`src/rtl/reset_seq_pkg.sv`:
```
// Shared types for the reset sequencer: FSM state encoding as seen on seq_state.
package reset_seq_pkg;

  localparam int unsigned SEQ_STATE_W = 3;

  typedef enum logic [SEQ_STATE_W-1:0] {
    ST_PLL_RST   = 3'd0,
    ST_WAIT_LOCK = 3'd1,
    ST_HOLD      = 3'd2,
    ST_RELEASE   = 3'd3,
    ST_RUN       = 3'd4
  } seq_state_e;

  // States in which losing PLL lock must restart the whole sequence.
  function automatic logic needs_lock(input seq_state_e s);
    return (s == ST_HOLD) || (s == ST_RELEASE) || (s == ST_RUN);
  endfunction

endpackage

```
`src/rtl/reset_seq_sync.sv`:
```
// Parametrised-width two-flop synchroniser with a synchronous reset to RESET_VAL.
module reset_seq_sync #(
  parameter int unsigned       WIDTH     = 1,
  parameter logic [WIDTH-1:0]  RESET_VAL = '0
) (
  input  logic             clk,
  input  logic             reset,
  input  logic [WIDTH-1:0] d,
  output logic [WIDTH-1:0] q
);

  logic [WIDTH-1:0] meta;

  always_ff @(posedge clk) begin
    if (reset) begin
      meta <= RESET_VAL;
      q    <= RESET_VAL;
    end else begin
      meta <= d;
      q    <= meta;
    end
  end

endmodule

```
`src/rtl/reset_sequencer.sv`:
```
// Global reset sequencer: PLL reset, lock wait, hold, then ordered stage releases.
// Optional lock timeout/retry is built when RESET_SEQ_LOCK_TIMEOUT_EN is defined.
module reset_sequencer
  import reset_seq_pkg::*;
#(
  parameter int unsigned SOURCES_WIDTH = 2,
  parameter int unsigned COUNTER_WIDTH = 16,
  parameter int unsigned STAGES        = 3,
  parameter int unsigned STAGE_GAP     = 256,
  parameter int unsigned PLL_HOLD      = 16,
  parameter int unsigned TIMEOUT_WIDTH = 20
) (
  input  logic                     clk,
  input  logic                     reset,
  input  logic [SOURCES_WIDTH-1:0] resetn_sources,
  input  logic [SOURCES_WIDTH-1:0] source_mask,
  input  logic                     sw_reset_req,
  input  logic                     pll_locked,
  output logic                     pll_resetn,
  output logic [STAGES-1:0]        stage_resetn,
  output logic                     all_released,
  output logic                     lock_timeout,
  output logic [SEQ_STATE_W-1:0]   seq_state
);

  localparam int unsigned PLL_CNT_W = $clog2(PLL_HOLD);
  localparam int unsigned GAP_CNT_W = $clog2(STAGE_GAP + 1);
  localparam int unsigned IDX_W     = $clog2(STAGES + 1);

  localparam logic [PLL_CNT_W-1:0] PLL_LAST  = PLL_CNT_W'(PLL_HOLD - 1);
  localparam logic [GAP_CNT_W-1:0] GAP_LAST  = GAP_CNT_W'(STAGE_GAP - 1);
  localparam logic [IDX_W-1:0]     IDX_LAST  = IDX_W'(STAGES - 1);
  localparam logic [IDX_W-1:0]     IDX_FIRST = IDX_W'(1);

  if (PLL_HOLD < 2 || STAGE_GAP < 1 || STAGES < 1 || COUNTER_WIDTH < 1 ||
      TIMEOUT_WIDTH < 1) begin : g_param_check
    $error("reset_sequencer: illegal parameter set");
  end

  seq_state_e                 state;
  logic [PLL_CNT_W-1:0]       pll_cnt;
  logic [COUNTER_WIDTH-1:0]   hold_cnt;
  logic [GAP_CNT_W-1:0]       gap_cnt;
  logic [IDX_W-1:0]           stage_idx;

  logic [SOURCES_WIDTH-1:0]   sources_sync;
  logic                       locked_sync;
  logic                       seq_req;
  logic                       lock_lost;

  // Sources synchronise to "not requesting" so leaving block reset does not
  // look like a fresh reset request.
  reset_seq_sync #(
    .WIDTH     (SOURCES_WIDTH),
    .RESET_VAL ({SOURCES_WIDTH{1'b1}})
  ) u_src_sync (
    .clk   (clk),
    .reset (reset),
    .d     (resetn_sources),
    .q     (sources_sync)
  );

  reset_seq_sync #(
    .WIDTH     (1),
    .RESET_VAL (1'b0)
  ) u_lock_sync (
    .clk   (clk),
    .reset (reset),
    .d     (pll_locked),
    .q     (locked_sync)
  );

  assign seq_req   = sw_reset_req | (|(~sources_sync & ~source_mask));
  assign lock_lost = ~locked_sync & needs_lock(state);
  assign seq_state = state;

`ifdef RESET_SEQ_LOCK_TIMEOUT_EN
  logic [TIMEOUT_WIDTH-1:0] tmo_cnt;
  logic                     lock_timeout_q;
  assign lock_timeout = lock_timeout_q;
`else
  assign lock_timeout = 1'b0;
`endif

  always_ff @(posedge clk) begin
    if (reset || seq_req || lock_lost) begin
      // Block reset and sequence restarts share one clear path; only block
      // reset clears the sticky timeout flag.
      state        <= ST_PLL_RST;
      pll_resetn   <= 1'b0;
      stage_resetn <= '0;
      all_released <= 1'b0;
      pll_cnt      <= '0;
      hold_cnt     <= '0;
      gap_cnt      <= '0;
      stage_idx    <= '0;
`ifdef RESET_SEQ_LOCK_TIMEOUT_EN
      tmo_cnt      <= '0;
      if (reset) begin
        lock_timeout_q <= 1'b0;
      end
`endif
    end else begin
      case (state)
        ST_PLL_RST: begin
          if (pll_cnt == PLL_LAST) begin
            state      <= ST_WAIT_LOCK;
            pll_resetn <= 1'b1;
            pll_cnt    <= '0;
          end else begin
            pll_cnt <= pll_cnt + 1'b1;
          end
        end

        ST_WAIT_LOCK: begin
          if (locked_sync) begin
            state <= ST_HOLD;
`ifdef RESET_SEQ_LOCK_TIMEOUT_EN
            tmo_cnt <= '0;
`endif
          end
`ifdef RESET_SEQ_LOCK_TIMEOUT_EN
          else if (&tmo_cnt) begin
            state          <= ST_PLL_RST;
            pll_resetn     <= 1'b0;
            lock_timeout_q <= 1'b1;
            tmo_cnt        <= '0;
          end else begin
            tmo_cnt <= tmo_cnt + 1'b1;
          end
`endif
        end

        ST_HOLD: begin
          if (&hold_cnt) begin
            hold_cnt     <= '0;
            gap_cnt      <= '0;
            stage_resetn <= STAGES'(1);
            if (STAGES == 1) begin
              state        <= ST_RUN;
              all_released <= 1'b1;
            end else begin
              state     <= ST_RELEASE;
              stage_idx <= IDX_FIRST;
            end
          end else begin
            hold_cnt <= hold_cnt + 1'b1;
          end
        end

        ST_RELEASE: begin
          if (gap_cnt == GAP_LAST) begin
            gap_cnt <= '0;
            // Shifting in ones keeps the release strictly in bit order.
            stage_resetn <= (stage_resetn << 1) | STAGES'(1);
            if (stage_idx == IDX_LAST) begin
              state        <= ST_RUN;
              all_released <= 1'b1;
              stage_idx    <= '0;
            end else begin
              stage_idx <= stage_idx + 1'b1;
            end
          end else begin
            gap_cnt <= gap_cnt + 1'b1;
          end
        end

        ST_RUN: begin
          state <= ST_RUN;
        end

        default: begin
          state        <= ST_PLL_RST;
          pll_resetn   <= 1'b0;
          stage_resetn <= '0;
          all_released <= 1'b0;
        end
      endcase
    end
  end

endmodule

```
`config.mk`:
```
export PLATFORM = sky130hd
export DESIGN_NAME = reset_sequencer
export DESIGN_NICKNAME = d
export VERILOG_FILES = /design/src/rtl/reset_seq_pkg.sv /design/src/rtl/reset_seq_sync.sv /design/src/rtl/reset_sequencer.sv
export SDC_FILE = /design/constraint.sdc
export NUM_CORES = 1
export LEC_CHECK = 0
export ABC_AREA = 1
export BUFFER_PORTS_ARGS = -buffer_cell sky130_fd_sc_hd__buf_4
export CAP_MARGIN = 20
export CORE_UTILIZATION = 40
export CTS_BUF_LIST = sky130_fd_sc_hd__clkbuf_16
export CTS_CLUSTER_DIAMETER = 100
export DETAILED_ROUTE_END_ITERATION = 10
export GPL_ROUTABILITY_DRIVEN = 1
export GPL_TIMING_DRIVEN = 0
export PLACE_DENSITY = 0.57
export SYNTH_ARGS = -nofsm -noshare
export SYNTH_HDL_FRONTEND = slang
export SYNTH_HIERARCHICAL = 1
export SYNTH_SLANG_ARGS = --single-unit
```
`constraint.sdc`:
```
create_clock -name clk -period 2.2 [get_ports clk]
set_clock_uncertainty 0.1 [all_clocks]
set_input_delay 0.44 -clock clk [delete_from_list [all_inputs] [get_ports clk]]
set_output_delay 0.44 -clock clk [all_outputs]
set_load 0.01 [all_outputs]
```
==> Word-level counts from Yosys, hierarchy flattened <==
Index checks and enable logic that the tools add are counted.
{ "word_totals": {"register_bits": 45, "output_inout_bits": 9, "word_cells": 77} }
{ "op_classes": {"add_sub_neg": 4, "eq_ne": 12, "n_mux": 23, "n_bitwise": 9, "reduce_logical": 17} }
{ "op_table": {"columns": ["op", "n"], "rows": [
  ["3-bit two-way mux", 7],
  ["9-bit two-way mux", 2],
  ["9-bit one-hot mux with 2 select lines", 1],
  ["16-bit by 1-bit adder with 16-bit output (second input constant)", 1],
  ["16-bit two-way mux", 1],
  ["16-bit AND reduction", 1],
  ["3-bit one-hot mux with 5 select lines", 1],
  ["9-bit by 1-bit adder with 9-bit output (second input constant)", 1],
  ["9-bit by 8-bit equality test with 1-bit output (second input constant)", 1],
  ["3-bit one-hot mux with 3 select lines", 1],
  ["3-bit AND reduction", 3],
  ["2-bit by 1-bit inequality test with 1-bit output (second input constant)", 4],
  ["4-bit OR reduction", 2],
  ["3-bit by 2-bit equality test with 1-bit output (second input constant)", 2],
  ["2-bit two-way mux", 3],
  ["5-bit AND reduction", 1],
  ["4-bit by 1-bit adder with 4-bit output (second input constant)", 1],
  ["4-bit equality test (second input constant)", 1],
  ["1-bit logical OR", 4],
  ["4-bit two-way mux", 1],
  ["1-bit NOT", 4],
  ["2-bit NOT", 2],
  ["1-bit one-hot mux with 2 select lines", 2],
  ["2-bit one-hot mux with 2 select lines", 1],
  ["14 further kinds", 17]
]} }

==> Logic depth before layout (Yosys ltp) <==
{ "logic_depth": {"word_depth": 6, "mapped_depth": 9, "depth_no_buf": 9} }

==> Cells and area by module <==
The synthesis kept the hierarchy.
{ "modules_own_cells": {"columns": ["mod", "n_inst", "cells_each", "area_per_inst_um2"], "rows": [
  ["reset_sequencer", 1, 297, 2122.0],
  ["reset_seq_sync at u_src_sync", 1, 13, 116.4],
  ["reset_seq_sync at u_lock_sync", 1, 6, 55.1]
]} }

==> Least setup slack after synthesis <==
Ideal clock, no wire load.
{ "synth_timing": {"path_kind": "register to register", "startpoint": "register hold_cnt[0]", "endpoint": "register state[1], in the netlist seq_state[1]", "setup_time_ps": 113, "arrival_time_ps": 1375, "setup_slack_ps": 612, "path_stages_with_launch": 9, "cell_sequence": "dfxtp_1 ha_1 nand2_2 nor2_4 nand2_2 o21ai_4 nand3_4 o21ai_1 inv_1"} }
{ "synth_between": {"elab_chain_cells": 3} }
{ "synth_rtl": {"columns": ["element", "line", "text"], "rows": [
  ["from (decl)", "reset_sequencer.sv:42", "logic [COUNTER_WIDTH-1:0] hold_cnt;"],
  ["from (signal assigned)", "reset_sequencer.sv:147", "hold_cnt <= hold_cnt + 1'b1;"],
  ["16-bit AND reduction", "reset_sequencer.sv:135", "if (&hold_cnt) begin"],
  ["2-bit by 1-bit inequality test with 1-bit output (no line)", null, null],
  ["5-bit AND reduction (no line)", null, null],
  ["to (signal assigned)", "reset_sequencer.sv:140", "state <= ST_RUN;"],
  ["to (signal assigned)", "reset_sequencer.sv:143", "state <= ST_RELEASE;"],
  ["to (signal assigned)", "reset_sequencer.sv:157", "state <= ST_RUN;"],
  ["to (decl)", "reset_sequencer.sv:40", "seq_state_e state;"]
]} }
No other way between the ends.
A chain may end at the register's enable or synchronous reset.

==> Worst setup path in the final report <==
{ "layout_timing": {"startpoint": "register hold_cnt[0]", "endpoint": "register gap_cnt[0]"} }
{ "layout_between": {"elab_chain_cells": 3} }
{ "layout_rtl": {"columns": ["element", "line", "text"], "rows": [
  ["16-bit AND reduction", "reset_sequencer.sv:135", null],
  ["2-bit by 1-bit inequality test with 1-bit output (no line)", null, null],
  ["2-bit AND reduction (no line)", null, null],
  ["to (signal assigned)", "reset_sequencer.sv:164", "gap_cnt <= gap_cnt + 1'b1;"],
  ["to (decl)", "reset_sequencer.sv:43", "logic [GAP_CNT_W-1:0] gap_cnt;"]
]} }
No other way between the ends.

==> impl_summary.txt <==
----------------------------------------------------
[Clocking]
  Gates resized, CTS repair ... 0
  Number of buffers created by CTS ... 5
  Clock tree root buffer cell ... clkbuf_16
  H-tree depth ... 2
  Postcts setup bufs ... 0
  CTS tree ... done
  Buffers from clock root to sink, at most ... 2
  Total of hold buffers inserted after clock tree synthesis ... 0
  CTS sink cnt ... between 40 and 50
  Clock Latency Late Sink ... around 0.28 ns
  Register clock-pin slew on the reported worst setup and hold paths ... approximately 0.060 ns

[Yosys]
  Warnings, synthesis ... 6
  Number of standard cells after synthesis ... ~320
  Distinct cells, synth ... 33
  Net count of the mapped netlist ... 327
  Cell type with the largest total area after synthesis ... dfxtp_1
  Number of synthesized flops with an enable pin ... 0
  Post-synthesis async set-or-reset flop share ... 0%
  Register area share after synthesis ... between 30% and 40%
  Syn_area_per_cell ... about 7.3 um2
  Biggest area contributors in the synthesized netlist ... dfxtp_1 39%, nand2_1 11%, nor2_1 6.7%
  Share of the synthesized area in the top cell type ... around two fifths
  Synthesized area ... roughly 0.0023 mm2
  Number of synthesized register bits ... 45
  Top_reg_cell synth ... dfxtp_1

[Critical path]
  Critical Path Max Stage Delay ... between 0.3 and 0.4 ns
  Most frequent CP cell ... nand2_2
  Arr. time, crit path ... around 1.9 ns
  Slowest stage cell on the critical path ... dfxtp_1
  CP Capture Type ... register
  Startpoint of the most critical register-to-register path ... hold_cnt[0]
  CP Data Required Time ... about 2.3 ns
  Largest fanout of any net on the critical path ... 9
  Critical path startpoint ... hold_cnt[0]
  Cell chain of the critical path ... ha_1, nand2_2, nor2_4, nand2_2, o21ai_4, nand2_4, o21ai_1, nor2_1
  Setup Crit Path Kind ... register to register
  Crit path launch type ... register

[Global routing]
  Wire length of the first global-routing pass ... slightly above 8000 um
  Global route overflow ... 0
  Number of antenna violations at the first check in global routing ... 0
  Maximum number of pins on one net before global-route repair ... 13
  Global-route total usage across every layer ... between 15 and 20%
  Vias in the first global route ... 1,831

[STA]
  Final setup viols ... 0
  Final critical-path share of the clock period ... 80.9%
  Least setup slack across all paths after layout ... 0.420 ns
  Hold Violations, Final ... 0
  Minimum clock period after layout ... 1.78 ns
  Total Neg Setup Slack ... 0 ns
  Slew Limit Fails ... 0
  Max Clock Freq ... 562 MHz
  RSZ-0062 raised after global routing ... false

[Pwr]
  Switching pwr ... 313 uW
  Power density over cell area ... 594 mW/mm2
  Share of power burned in registers ... between 50% and 60%
  Clk network pwr share ... 43.9%
  Logic pwr share ... 3.3%
  Total power draw ... approximately 1600 uW
  Reported leakage power ... ~0.0010 uW
  Worst vdd rail ir drop ... roughly 0.27 mV
  Fraction of power spent switching nets ... around 20%
  Internal power ... about 1200 uW

[Layout]
  Number of antenna cells inserted ... 0
  Area delta synth->final ... 14.6%
  Fraction of layout instances using a drive strength above 1 ... roughly a fifth
  Count of non-filler cells in the finished layout ... 410
  Fin nets ... 349

[Run]
  Number of max-cap violations ... 0

[Floorplanning]
  Core Region ... 0.00551 mm2
  DIE AREA ... 0.00604 mm2
  Die extent in x ... slightly below 80 um
  Number of placement rows ... 27
  Initial cell density of the core ... between 40% and 50%
  Vertical extent of the die ... between 70 and 80 um
  I/O pin count ... 17

[Drt]
  Number of DRC violations after detailed-routing iteration 0 ... 88
  Number of remaining DRC errors ... 0
  Average wire length per cell after detail routing ... between 10 and 15 um
  Wire length after detailed routing ... roughly 4400 um
  Number of nets with antenna violations after detailed routing ... 0
  Number of vias per cell after detailed routing ... about 4.7
  Vias post-DR ... approximately 1,900
  Count of TritonRoute iterations in the first routing pass ... 4

[Placement]
  Number of placed instances, taps included ... between 400 and 500
  Placed wire-length estimate after detailed placement ... 3230 um
  Final weighted congestion in routability-driven placement ... 0.769
  Input/output buffers ... 15
  Pre-CTS worst setup slack ... ~0.40 ns

[Run status]
  Status ... complete, no violations

[Min path]
  Beginning of the worst hold path ... resetn_sources[1]
  Worst min path class ... input pin to register

----------------------------------------------------
## synth_stat cells (2+ instances only)
cell type,instances
inv_1,35
buf_6,2
or2_2,3
dfxtp_1,45
a21oi_1,15
ha_1,3
nand2_2,7
nand2_4,2
nor2_4,4
inv_2,7
nand3_2,3
nand2_1,70
a21oi_2,8
o21ai_0,6
nand3_1,19
nor3_1,3
xor2_1,8
nor2_2,4
nor2_1,41
nand4_1,11
o21ai_1,8
## logic make-up (layout without fill, tap and decap cells)
group / Yosys count / count (layout) / synth area share (%)
and+or+nand+nor: 169 / 169 / 35.4
buffers and inverters: 47 / 69 / 8.62
DFF: 45 / 45 / 39.3
AOI/OAI and AO/OA: 42 / 42 / 11.5
xor gates and xnor gates: 9 / 9 / 3.44
adders and majority gates: 3 / 3 / 1.64
other: 1 / 1 / 0.164
## metal layers
metal	share of wire, %	up-vias	track usage, %
li1	-	1053	-
met1	52	831	22.8
met2	42	31	25.9
met3	3.8	5	4.59
met4	1.4	0	6.23
met5	0	-	0
## metrics by stage
stage               area [um2]  hold slack [ns]  util (%)
floorplan                 2290            0.286         -
global placement          2500            0.291      45.3
detailed placement        2500            0.291      45.3
CTS                       2630            0.229      47.7
global route              2630            0.238      47.7
finish                    2630            0.234      47.7
## state kept, by name, indices dropped and copies added, names as in the netlist
register,cells
all_released,1
stage_resetn,3
seq_state,3
u_src_sync/meta,2
pll_cnt,4
u_lock_sync/q,1
gap_cnt,9
u_src_sync/q,2
stage_idx,2
hold_cnt,16
u_lock_sync/meta,1
pll_resetn,1
## cell type report
cell class / count / area (um2)
clock inverters: 2 / 7.51
flip-flops and latches: 45 / 901
clock buffers: 5 / 125
inverters: 43 / 163
fillers: 585 / 2880
multi-input cells: 224 / 1190
well taps: 72 / 90.1
repair buffers: 15 / 113
plain buffers: 4 / 35.0
## worst max-delay path: cells and delay by family (launching register included)
family | cells | cell delay [ns]
AND/OR/NAND/NOR | 5 | 0.50
AO/OA/AOI/OAI | 2 | 0.51
flip-flops | 1 | 0.37
adder cells (fa/ha/maj) | 1 | 0.19
## path summary, 6_finish.rpt
kind              cells after the start  slack (ns)            endpoint
setup / recovery                      8        0.42          gap_cnt[0]
hold / removal                        3        0.23  u_src_sync/meta[1]
setup reg to reg                      8        0.42          gap_cnt[0]
hold reg to reg                       2        0.30     u_src_sync/q[0]
## cells in the final DEF (no fill, tap or decap), types with 2 or more instances in the layout
cell type and count:
nand2_1 70, dfxtp_1 45, nor2_1 41, inv_1 36, nand3_1 19, buf_4 16
a21oi_1 15, nand4_1 11, o21ai_1 8, xor2_1 8, a21oi_2 8, nand2_2 7
inv_2 7, o21ai_0 6, clkbuf_16 5, nor2_4 4, nor2_2 4, nand3_2 3
nor3_1 3, or2_2 3, ha_1 3, nand2_4 2, buf_6 2
## power by group through the flow
| stage | logic [uW] | clock network [uW] | registers, uW |
|---|---|---|---|
| 5_1_grt | 57.7 | 748 | 825 |
| 4_1_cts | 52.0 | 716 | 824 |
| 6_report | 51.0 | 686 | 825 |
| 2_1_floorplan | 33.0 | 0 | 842 |
| 3_3_place_gp | 51.8 | 0 | 843 |
| 3_5_place_dp | 51.9 | 0 | 843 |
Note: power is estimated with default switching activity, not from simulation.
